==> config.mk <==
export PLATFORM = sky130hd
export DESIGN_NAME = sram_req_arbiter_flat
export DESIGN_NICKNAME = d
export VERILOG_FILES = /design/src/rtl/sram_req_arbiter_if.sv /design/src/rtl/sram_req_arbiter.sv /design/src/flat_wrapper.sv
export SDC_FILE = /design/constraint.sdc
export NUM_CORES = 1
export LEC_CHECK = 0
export BUFFER_PORTS_ARGS = -buffer_cell sky130_fd_sc_hd__buf_2
export CAP_MARGIN = 20
export CORE_AREA = 8 8 119 121
export DETAILED_ROUTE_END_ITERATION = 10
export DIE_AREA = 0 0 127 129
export PLACE_DENSITY = 0.58
export SLEW_MARGIN = 30
export SYNTH_ARGS = -nofsm -noshare
export SYNTH_HDL_FRONTEND = slang
export SYNTH_SLANG_ARGS = --single-unit
==> constraint.sdc <==
create_clock -name clk -period 2.7 [get_ports clk]
set_clock_uncertainty 0.1 [all_clocks]
set_input_delay 0.135 -clock clk [delete_from_list [all_inputs] [get_ports clk]]
set_output_delay 0.135 -clock clk [all_outputs]
set_load 0.01 [all_outputs]
==> src/rtl/sram_req_arbiter_if.sv <==
// Bus bundle between the two pipeline requesters, the arbiter and the
// SRAM-like slave port.
//
// Handshake: a request is presented by holding req high with its fields
// stable; it is taken in the cycle where req and addr_ok are both high.
// Responses come back in issue order as one-cycle data_ok pulses, and rdata
// is valid only in those cycles. Once req is high and addr_ok is still low, the
// requester keeps the fields unchanged. It may drop req to cancel the request.
interface sram_req_arbiter_if;
    // Master side: bit/slice 0 = instruction fetch, bit/slice 1 = EX data
    logic [1:0]  m_req;
    logic [1:0]  m_wr;
    logic [3:0]  m_size;
    logic [63:0] m_addr;
    logic [7:0]  m_wstrb;
    logic [63:0] m_wdata;
    logic [1:0]  m_addr_ok;
    logic [1:0]  m_data_ok;
    logic [63:0] m_rdata;
    // Slave side: one shared memory port
    logic        s_req;
    logic        s_wr;
    logic [1:0]  s_size;
    logic [31:0] s_addr;
    logic [3:0]  s_wstrb;
    logic [31:0] s_wdata;
    logic        s_addr_ok;
    logic        s_data_ok;
    logic [31:0] s_rdata;

    // The arbiter serves the pipeline masters, so it takes the slave view.
    modport slave (
        input  m_req, m_wr, m_size, m_addr, m_wstrb, m_wdata,
        output m_addr_ok, m_data_ok, m_rdata,
        output s_req, s_wr, s_size, s_addr, s_wstrb, s_wdata,
        input  s_addr_ok, s_data_ok, s_rdata
    );

    // The environment (pipeline masters plus memory) takes the master view.
    modport master (
        output m_req, m_wr, m_size, m_addr, m_wstrb, m_wdata,
        input  m_addr_ok, m_data_ok, m_rdata,
        input  s_req, s_wr, s_size, s_addr, s_wstrb, s_wdata,
        output s_addr_ok, s_data_ok, s_rdata
    );
endinterface

==> src/rtl/sram_req_arbiter.sv <==
// Two-to-one SRAM-like port arbiter. Data (port 1) has priority over inst
// (port 0). A grant is held while the slave stalls. An in-order owner FIFO
// steers each response back to the master that issued the request.
module sram_req_arbiter #(
    parameter int DEPTH = 4
) (
    input  logic                     clk,
    input  logic                     reset,
    sram_req_arbiter_if.slave        bus,
    output logic                     dbg_lock_o,
    output logic                     dbg_lock_id_o,
    output logic [$clog2(DEPTH):0]   dbg_count_o
);
    localparam int PW = $clog2(DEPTH);
    localparam logic [PW:0] FULL_CNT = (PW+1)'(DEPTH);

    typedef enum logic {ST_FREE = 1'b0, ST_LOCKED = 1'b1} lock_state_e;

    lock_state_e   state_q, state_d;
    logic          lock_id_q, lock_id_d;
    logic          fifo_q [DEPTH];
    logic [PW-1:0] wr_ptr_q, wr_ptr_d;
    logic [PW-1:0] rd_ptr_q, rd_ptr_d;
    logic [PW:0]   count_q, count_d;

    logic lock_hit;
    logic grant;
    logic gnt_valid;
    logic full;
    logic s_req;
    logic accept;
    logic pop;
    logic head;
    logic sel;

    // Grant: a stalled request keeps the port only while its master still asks.
    // Otherwise data wins over inst.
    always_comb begin
        lock_hit  = (state_q == ST_LOCKED) && bus.m_req[lock_id_q];
        gnt_valid = |bus.m_req;
        grant     = 1'b1;
        if (lock_hit)
            grant = lock_id_q;
        else if (bus.m_req[1])
            grant = 1'b1;
        else if (bus.m_req[0])
            grant = 1'b0;
    end

    // Slave request, field mux (parks on port 1 when idle) and handshakes.
    always_comb begin
        full   = (count_q == FULL_CNT);
        s_req  = gnt_valid & ~full;
        accept = s_req & bus.s_addr_ok;
        sel    = s_req ? grant : 1'b1;
        head   = fifo_q[rd_ptr_q];
        pop    = bus.s_data_ok & (count_q != '0);

        bus.s_req   = s_req;
        bus.s_wr    = sel ? bus.m_wr[1]          : bus.m_wr[0];
        bus.s_size  = sel ? bus.m_size[3:2]      : bus.m_size[1:0];
        bus.s_addr  = sel ? bus.m_addr[63:32]    : bus.m_addr[31:0];
        bus.s_wstrb = sel ? bus.m_wstrb[7:4]     : bus.m_wstrb[3:0];
        bus.s_wdata = sel ? bus.m_wdata[63:32]   : bus.m_wdata[31:0];

        bus.m_addr_ok = accept ? {grant, ~grant} : 2'b00;
        bus.m_data_ok = pop    ? {head, ~head}   : 2'b00;
        bus.m_rdata   = {bus.s_rdata, bus.s_rdata};
    end

    // Lock FSM next state: lock on a stall, release on accept or withdraw.
    always_comb begin
        state_d   = state_q;
        lock_id_d = lock_id_q;
        if (s_req && !bus.s_addr_ok) begin
            state_d   = ST_LOCKED;
            lock_id_d = grant;
        end else if (accept) begin
            state_d = ST_FREE;
        end else if ((state_q == ST_LOCKED) && !bus.m_req[lock_id_q]) begin
            state_d = ST_FREE;
        end
    end

    // Owner FIFO bookkeeping: push on accept, pop on a steered response.
    always_comb begin
        wr_ptr_d = wr_ptr_q + PW'(accept);
        rd_ptr_d = rd_ptr_q + PW'(pop);
        count_d  = count_q + (PW+1)'(accept) - (PW+1)'(pop);
    end

    // Control state registers.
    always_ff @(posedge clk) begin
        if (reset) begin
            state_q   <= ST_FREE;
            lock_id_q <= 1'b0;
            wr_ptr_q  <= '0;
            rd_ptr_q  <= '0;
            count_q   <= '0;
        end else begin
            state_q   <= state_d;
            lock_id_q <= lock_id_d;
            wr_ptr_q  <= wr_ptr_d;
            rd_ptr_q  <= rd_ptr_d;
            count_q   <= count_d;
        end
    end

    // Owner FIFO storage: record which master owns each accepted transaction.
    always_ff @(posedge clk) begin
        if (accept)
            fifo_q[wr_ptr_q] <= grant;
    end

    assign dbg_lock_o    = (state_q == ST_LOCKED);
    assign dbg_lock_id_o = lock_id_q;
    assign dbg_count_o   = count_q;
endmodule

==> src/flat_wrapper.sv <==
// flat-port wrapper written by rule: the top's interface ports become plain ports
module sram_req_arbiter_flat 
#(
    parameter int DEPTH = 4
)
  (clk, reset, dbg_lock_o, dbg_lock_id_o, dbg_count_o, bus_m_req, bus_m_wr, bus_m_size, bus_m_addr, bus_m_wstrb, bus_m_wdata, bus_m_addr_ok, bus_m_data_ok, bus_m_rdata, bus_s_req, bus_s_wr, bus_s_size, bus_s_addr, bus_s_wstrb, bus_s_wdata, bus_s_addr_ok, bus_s_data_ok, bus_s_rdata);
  sram_req_arbiter_if bus_i ();
  input  logic clk;
  input  logic reset;
  output logic dbg_lock_o;
  output logic dbg_lock_id_o;
  output logic [$clog2(DEPTH):0] dbg_count_o;
  input wire logic [$bits(bus_i.m_req)-1:0] bus_m_req;
  input wire logic [$bits(bus_i.m_wr)-1:0] bus_m_wr;
  input wire logic [$bits(bus_i.m_size)-1:0] bus_m_size;
  input wire logic [$bits(bus_i.m_addr)-1:0] bus_m_addr;
  input wire logic [$bits(bus_i.m_wstrb)-1:0] bus_m_wstrb;
  input wire logic [$bits(bus_i.m_wdata)-1:0] bus_m_wdata;
  output wire logic [$bits(bus_i.m_addr_ok)-1:0] bus_m_addr_ok;
  output wire logic [$bits(bus_i.m_data_ok)-1:0] bus_m_data_ok;
  output wire logic [$bits(bus_i.m_rdata)-1:0] bus_m_rdata;
  output wire logic [$bits(bus_i.s_req)-1:0] bus_s_req;
  output wire logic [$bits(bus_i.s_wr)-1:0] bus_s_wr;
  output wire logic [$bits(bus_i.s_size)-1:0] bus_s_size;
  output wire logic [$bits(bus_i.s_addr)-1:0] bus_s_addr;
  output wire logic [$bits(bus_i.s_wstrb)-1:0] bus_s_wstrb;
  output wire logic [$bits(bus_i.s_wdata)-1:0] bus_s_wdata;
  input wire logic [$bits(bus_i.s_addr_ok)-1:0] bus_s_addr_ok;
  input wire logic [$bits(bus_i.s_data_ok)-1:0] bus_s_data_ok;
  input wire logic [$bits(bus_i.s_rdata)-1:0] bus_s_rdata;
  assign bus_i.m_req = bus_m_req;
  assign bus_i.m_wr = bus_m_wr;
  assign bus_i.m_size = bus_m_size;
  assign bus_i.m_addr = bus_m_addr;
  assign bus_i.m_wstrb = bus_m_wstrb;
  assign bus_i.m_wdata = bus_m_wdata;
  assign bus_m_addr_ok = bus_i.m_addr_ok;
  assign bus_m_data_ok = bus_i.m_data_ok;
  assign bus_m_rdata = bus_i.m_rdata;
  assign bus_s_req = bus_i.s_req;
  assign bus_s_wr = bus_i.s_wr;
  assign bus_s_size = bus_i.s_size;
  assign bus_s_addr = bus_i.s_addr;
  assign bus_s_wstrb = bus_i.s_wstrb;
  assign bus_s_wdata = bus_i.s_wdata;
  assign bus_i.s_addr_ok = bus_s_addr_ok;
  assign bus_i.s_data_ok = bus_s_data_ok;
  assign bus_i.s_rdata = bus_s_rdata;
  sram_req_arbiter #(.DEPTH(DEPTH)) u_core (.clk(clk), .reset(reset), .bus(bus_i), .dbg_lock_o(dbg_lock_o), .dbg_lock_id_o(dbg_lock_id_o), .dbg_count_o(dbg_count_o));
endmodule
======== After elaboration in Yosys (flattened, before gate mapping) ========
Memories as Yosys holds them, arrays and structs flattened. A register that Yosys moved wholly into a read port is not among the register bits.
Cells that the tools add are included.
operators by class
  add/sub/neg operators ................... 4
  magnitude comparators ................... 1
  equality and inequality tests ........... 1
  muxes and demuxes ....................... 19
  bitwise operators ....................... 6
  reduce and logical (&&, ||, !) cells .... 8
operator list
  cell                                                        count
  2-to-1 mux 32 bit                                           2
  2-to-1 mux 1 bit                                            12
  2-to-1 mux 2 bit                                            4
  nonzero test 3 bit                                          2
  adder 2 x 1 -> 2 bit                                        2
  2-to-1 mux 4 bit                                            1
  adder 3 x 1 -> 3 bit                                        1
  AND 1 bit                                                   3
  equality test 3 bit, second input constant                  1
  logical AND 1 bit                                           3
  inverter 1 bit                                              3
  subtractor 3 x 1 -> 3 bit                                   1
  logical NOT 1 bit                                           2
  less-than comparator 1 x 2 -> 1 bit, second input constant  1
  OR reduction 2 bit                                          1
storage, ports and cells
  register bits after elaboration ......... 9
  RAM bits ................................ 4
  input bits .............................. 180
  memories kept ........................... 1
memory list
  name           depth  bits a word  read ports  clocked after Yosys merged registers in  write ports  line                    text
  u_core.fifo_q  4      1            1           1                                        1            sram_req_arbiter.sv:21  logic fifo_q [DEPTH];

======== Depth between registers and ports, before layout ========
  word-level depth ........................ 7
  gate-level depth with buffers ........... 9

======== Worst setup path before layout ========
OpenSTA, ideal clock, no wires.
  path kind ............................... register -> register
  from .................................... register u_core.count_q[1], in the netlist u_core.dbg_count_o[1]
  to ...................................... register u_core.count_q[2], in the netlist u_core.dbg_count_o[2]
  setup time .............................. 126 ps
  arrival time ............................ 2010 ps
  slack ................................... 464 ps
  stages on the path, launching flop included .. 10
  buffers on the path ..................... 0
  cell sequence ........................... dfxtp_1 o31ai_1 inv_1 ha_1 inv_1 ha_1 fa_1 xnor2_1 xnor2_1 nor2_1
on the way
  cells in the longest elaborated chain, start to end .. 6
  elaborated cells between the ends (all ways) .. 8
  those cells by class .................... add/sub (2); eq/ne (1); bitwise (4); reduce/logical (1)
ends and longest elaborated chain
  element                      line                     text
  from (decl)                  sram_req_arbiter.sv:24   logic [PW:0] count_q, count_d;
  from (signal assigned)       sram_req_arbiter.sv:105  count_q <= count_d;
  equality test 3 bit          sram_req_arbiter.sv:52   full = (count_q == FULL_CNT);
  inverter 1 bit               sram_req_arbiter.sv:53   s_req = gnt_valid & ~full;
  AND 1 bit                    sram_req_arbiter.sv:53
  AND 1 bit                    sram_req_arbiter.sv:54   accept = s_req & bus.s_addr_ok;
  adder 3 x 1 -> 3 bit         sram_req_arbiter.sv:89   count_d = count_q + (PW+1)'(accept) - (PW+1)'(pop);
  subtractor 3 x 1 -> 3 bit *  sram_req_arbiter.sv:89
Every way passes the cells marked *; elsewhere a longest branch is shown, timed or not.
A chain may end at the register's enable or synchronous reset.

======== Final worst setup path ========
Same ends and word-level chain as after synthesis.

==> run_results.csv <==
group,metric,value,unit
timing,grt_setup_unrepaired,"false",
timing,fin_tns_setup,0,ns
clock_tree,cts_post_setup_buffers_inserted,0,
layout,num_antenna_cells,0,
route,postRouteAntennaNets,0,
layout,drive_gt1_frac,0.8447,
synth,syn_area,2031,um^2
route,drtPass1Iterations,4,
worst_setup_path,slowest_stage,"o31ai_1",
timing,fin_crit_sh,0.8969,
clock_tree,postCtsHoldBufs,0,
synth,synth.top_cell.area_share,0.3993,
power,p_leak,0.001492,uW
layout,syn_to_final_growth,42.94,%
synth,yosysTopAreaCell,"mux2_2",
timing,slew_headroom,0.6915,
run,maxCapViolCount,0,
synth,syn_area_per_cell,9.906,um^2
worst_setup_path,startpoint_type,"flop",
worst_setup_path,crit_arrival,2.45,ns
placement,place.gp.congestion,0.8554,
timing,fmax,412.9,MHz
clock_tree,cts_buffers,3,
clock_tree,tritoncts,"built",
layout,finalNonFillerCells,517,
placement,post-place-cells,513,
route,dr_total_vias,2017,
floorplan,boundaryPins,325,
worst_setup_path,path_depth,9,
layout,nFillCells,1325,
synth,synth_edf_count,4,
clock_tree,root_buffer,"clkbuf_16",
floorplan,chipHeight,129,um
synth,ys_async_sr_fraction,0,
worst_setup_path,crit_buf_inv,2,
worst_setup_path,reg2reg_to,"u_core.dbg_count_o[2]$_SDFF_PP0_",
worst_setup_path,path_max_fanout,6,
route,vias_per_cell,3.901,
grt,antenna_found_initial,0,
timing,hold_viol_final,0,
clock_tree,clkSlewWorstSetupHoldPaths,0.04,ns
worst_setup_path,rrSetupSlack,0.28,ns
clock_tree,numClockSinks,13,
synth,synth_ff_type,"dfxtp_1",
floorplan,core_area,12310,um^2
worst_setup_path,crit_path_end_kind,"flop",
layout,fin_nets,553,
floorplan,die_w,127,um
worst_setup_path,r2r_start,"u_core.dbg_count_o[1]$_SDFF_PP0_",
clock_tree,insertion_delay,0.24,ns
power,power.density,496.8,nW/um^2
synth,syn_nets,390,
worst_setup_path,cp_cell_sequence,"o31ai_1, inv_1, ha_1, inv_1, ha_1, fa_1, xnor2_1, xnor2_1, nor2_1",
run_status,status,"completed",
placement,portBuffers,228,
timing,maxSlewViolCount,0,
timing,period_needed,2.422,ns
timing,worst_slack,0.2783,ns
synth,post-synth-top-count-cell,"mux2_2",
synth,syn_inst,205,
route,wl_per_cell,15.65,um
clock_tree,cts_resized,0,
floorplan,rows,41,
synth,ys_ff_latch,13,
worst_setup_path,reg2reg_depth,9,
power,ir_drop,0.0004747,V
synth,ys_seq_area_frac,0.1479,
worst_setup_path,critical_path.endpoint,"u_core.dbg_count_o[2]$_SDFF_PP0_",
grt,first_global_vias,2187,
route,drt_iter0_markers,36,
route,wl,8.091,mm
layout,utilization,0.2358,
grt,grt.overflow.total,0,
worst_setup_path,cp.required,2.73,ns
synth,ys_warn_count,0,
clock_tree,clk_path_buf_depth,2,
timing,tightest_slew,0.4607,ns
worst_setup_path,crit_family,"adder cells",
route,drc,0,
synth,synth_common_cells,"72 x mux2_2, 64 x buf_4, 9 x dfxtp_1",
grt,grt_max_degree,66,
grt,grt_first_pass_wirelength,12.10,mm
timing,finalSetupViolCount,0,
worst_hold_path,min_path_type,"in -> reg",
worst_setup_path,crit_type,"reg -> reg",
clock_tree,h-tree-depth,1,
floorplan,initial_core_util,0.1649,
synth,yosys-top-cells-area,"mux2_2 40%, buf_4 24%, dfxtp_1 8.9%, edfxtp_1 5.9%, buf_6 3.9%",
worst_setup_path,cp-startpoint,"u_core.dbg_count_o[1]$_SDFF_PP0_",
placement,dp_slack,0.2833,ns
placement,dp_hpwl,7.182,mm
floorplan,die_area,16380,um^2
grt,grt_use_total,0.09032,
worst_setup_path,slowest_delay,0.40,ns
synth,ys_types,30,
flip-flops by register name, indices dropped and copies added, names as in the netlist:
signal                count
u_core.dbg_lock_o         1
u_core.rd_ptr_q           2
u_core.wr_ptr_q           2
u_core.dbg_count_o        3
u_core.dbg_lock_id_o      1
u_core.fifo_q             4
how the worst min path moves through the flow:
stage,from,end,cells after the start
finish,reset,u_core.dbg_count_o[2]$_SDFF_PP0_,2
global route,reset,u_core.dbg_lock_o$_SDFFE_PP0P_,2
CTS,reset,u_core.dbg_count_o[2]$_SDFF_PP0_,2
detailed placement,bus_s_rdata[0],bus_m_rdata[0],0
global placement,bus_s_rdata[0],bus_m_rdata[0],0
floorplan,bus_s_addr_ok,u_core.dbg_lock_o$_SDFFE_PP0P_,2
metal layers:
| layer | vias up | routed length, um | GRT usage |
|---|---|---|---|
| met5 | - | 0 | 0 |
| met4 | 0 | 60 | 0.02169 |
| met3 | 5 | 1270 | 0.05544 |
| met2 | 155 | 3684 | 0.1408 |
| met1 | 893 | 3075 | 0.1025 |
| li1 | 964 | - | - |
placed cells by master, fill, tap and decap left out, types with 2 or more instances in the layout:
master | Yosys | routed
buf_2 | 0 | 228
clkbuf_16 | 0 | 3
dfxtp_1 | 9 | 9
edfxtp_1 | 4 | 4
ha_1 | 4 | 4
inv_1 | 8 | 8
mux2_2 | 72 | 72
nor2_1 | 7 | 7
nor2b_1 | 5 | 5
nor3b_1 | 2 | 2
xnor2_1 | 4 | 4
worst reg2reg max path, cell delays in order (launching register included):
cell	delay, ns
dfxtp_1	0.37
o31ai_1	0.40
inv_1	0.12
ha_1	0.30
inv_1	0.04
ha_1	0.20
fa_1	0.39
xnor2_1	0.21
xnor2_1	0.14
nor2_1	0.05
where the power goes:
group          switching, uW  leakage, uW  internal [uW]
registers               43.5     0.000110            244
clock network           77.7    0.0000382            199
logic                    405      0.00134            472
total                    527      0.00149            915
through the flow:
step                instance area, um^2  hold WS (ns)  total power [uW]
floorplan                          2031        0.2371             937.9
global placement                   2824        0.1701              1166
detailed placement                 2824        0.1701              1182
CTS                                2903       0.08645              1470
global route                       2903        0.1098              1561
finish                             2903       0.08910              1442
cell type report:
cell class              instances  area, um^2  share of cell area
clock buffers                   4       78.83             0.02716
inverters                       8       30.03             0.01034
multi-input cells             112        1137              0.3918
flip-flops and latches         13       300.3              0.1034
well taps                     150       187.7             0.06466
repair buffers                230        1169              0.4026
cell families (layout without fill, tap and decap cells):
family | count (synthesis) | after routing | share of synthesized area
buffers and inverters | 80 | 242 | 0.2921
muxes | 73 | 73 | 0.4104
and+or+nand+nor | 23 | 23 | 0.06655
DFF | 13 | 13 | 0.1479
AOI/OAI and AO/OA | 7 | 7 | 0.03143
adders and majority gates | 5 | 5 | 0.03451
xor gates and xnor gates | 4 | 4 | 0.01725
Note: power is estimated with default switching activity, not from simulation.
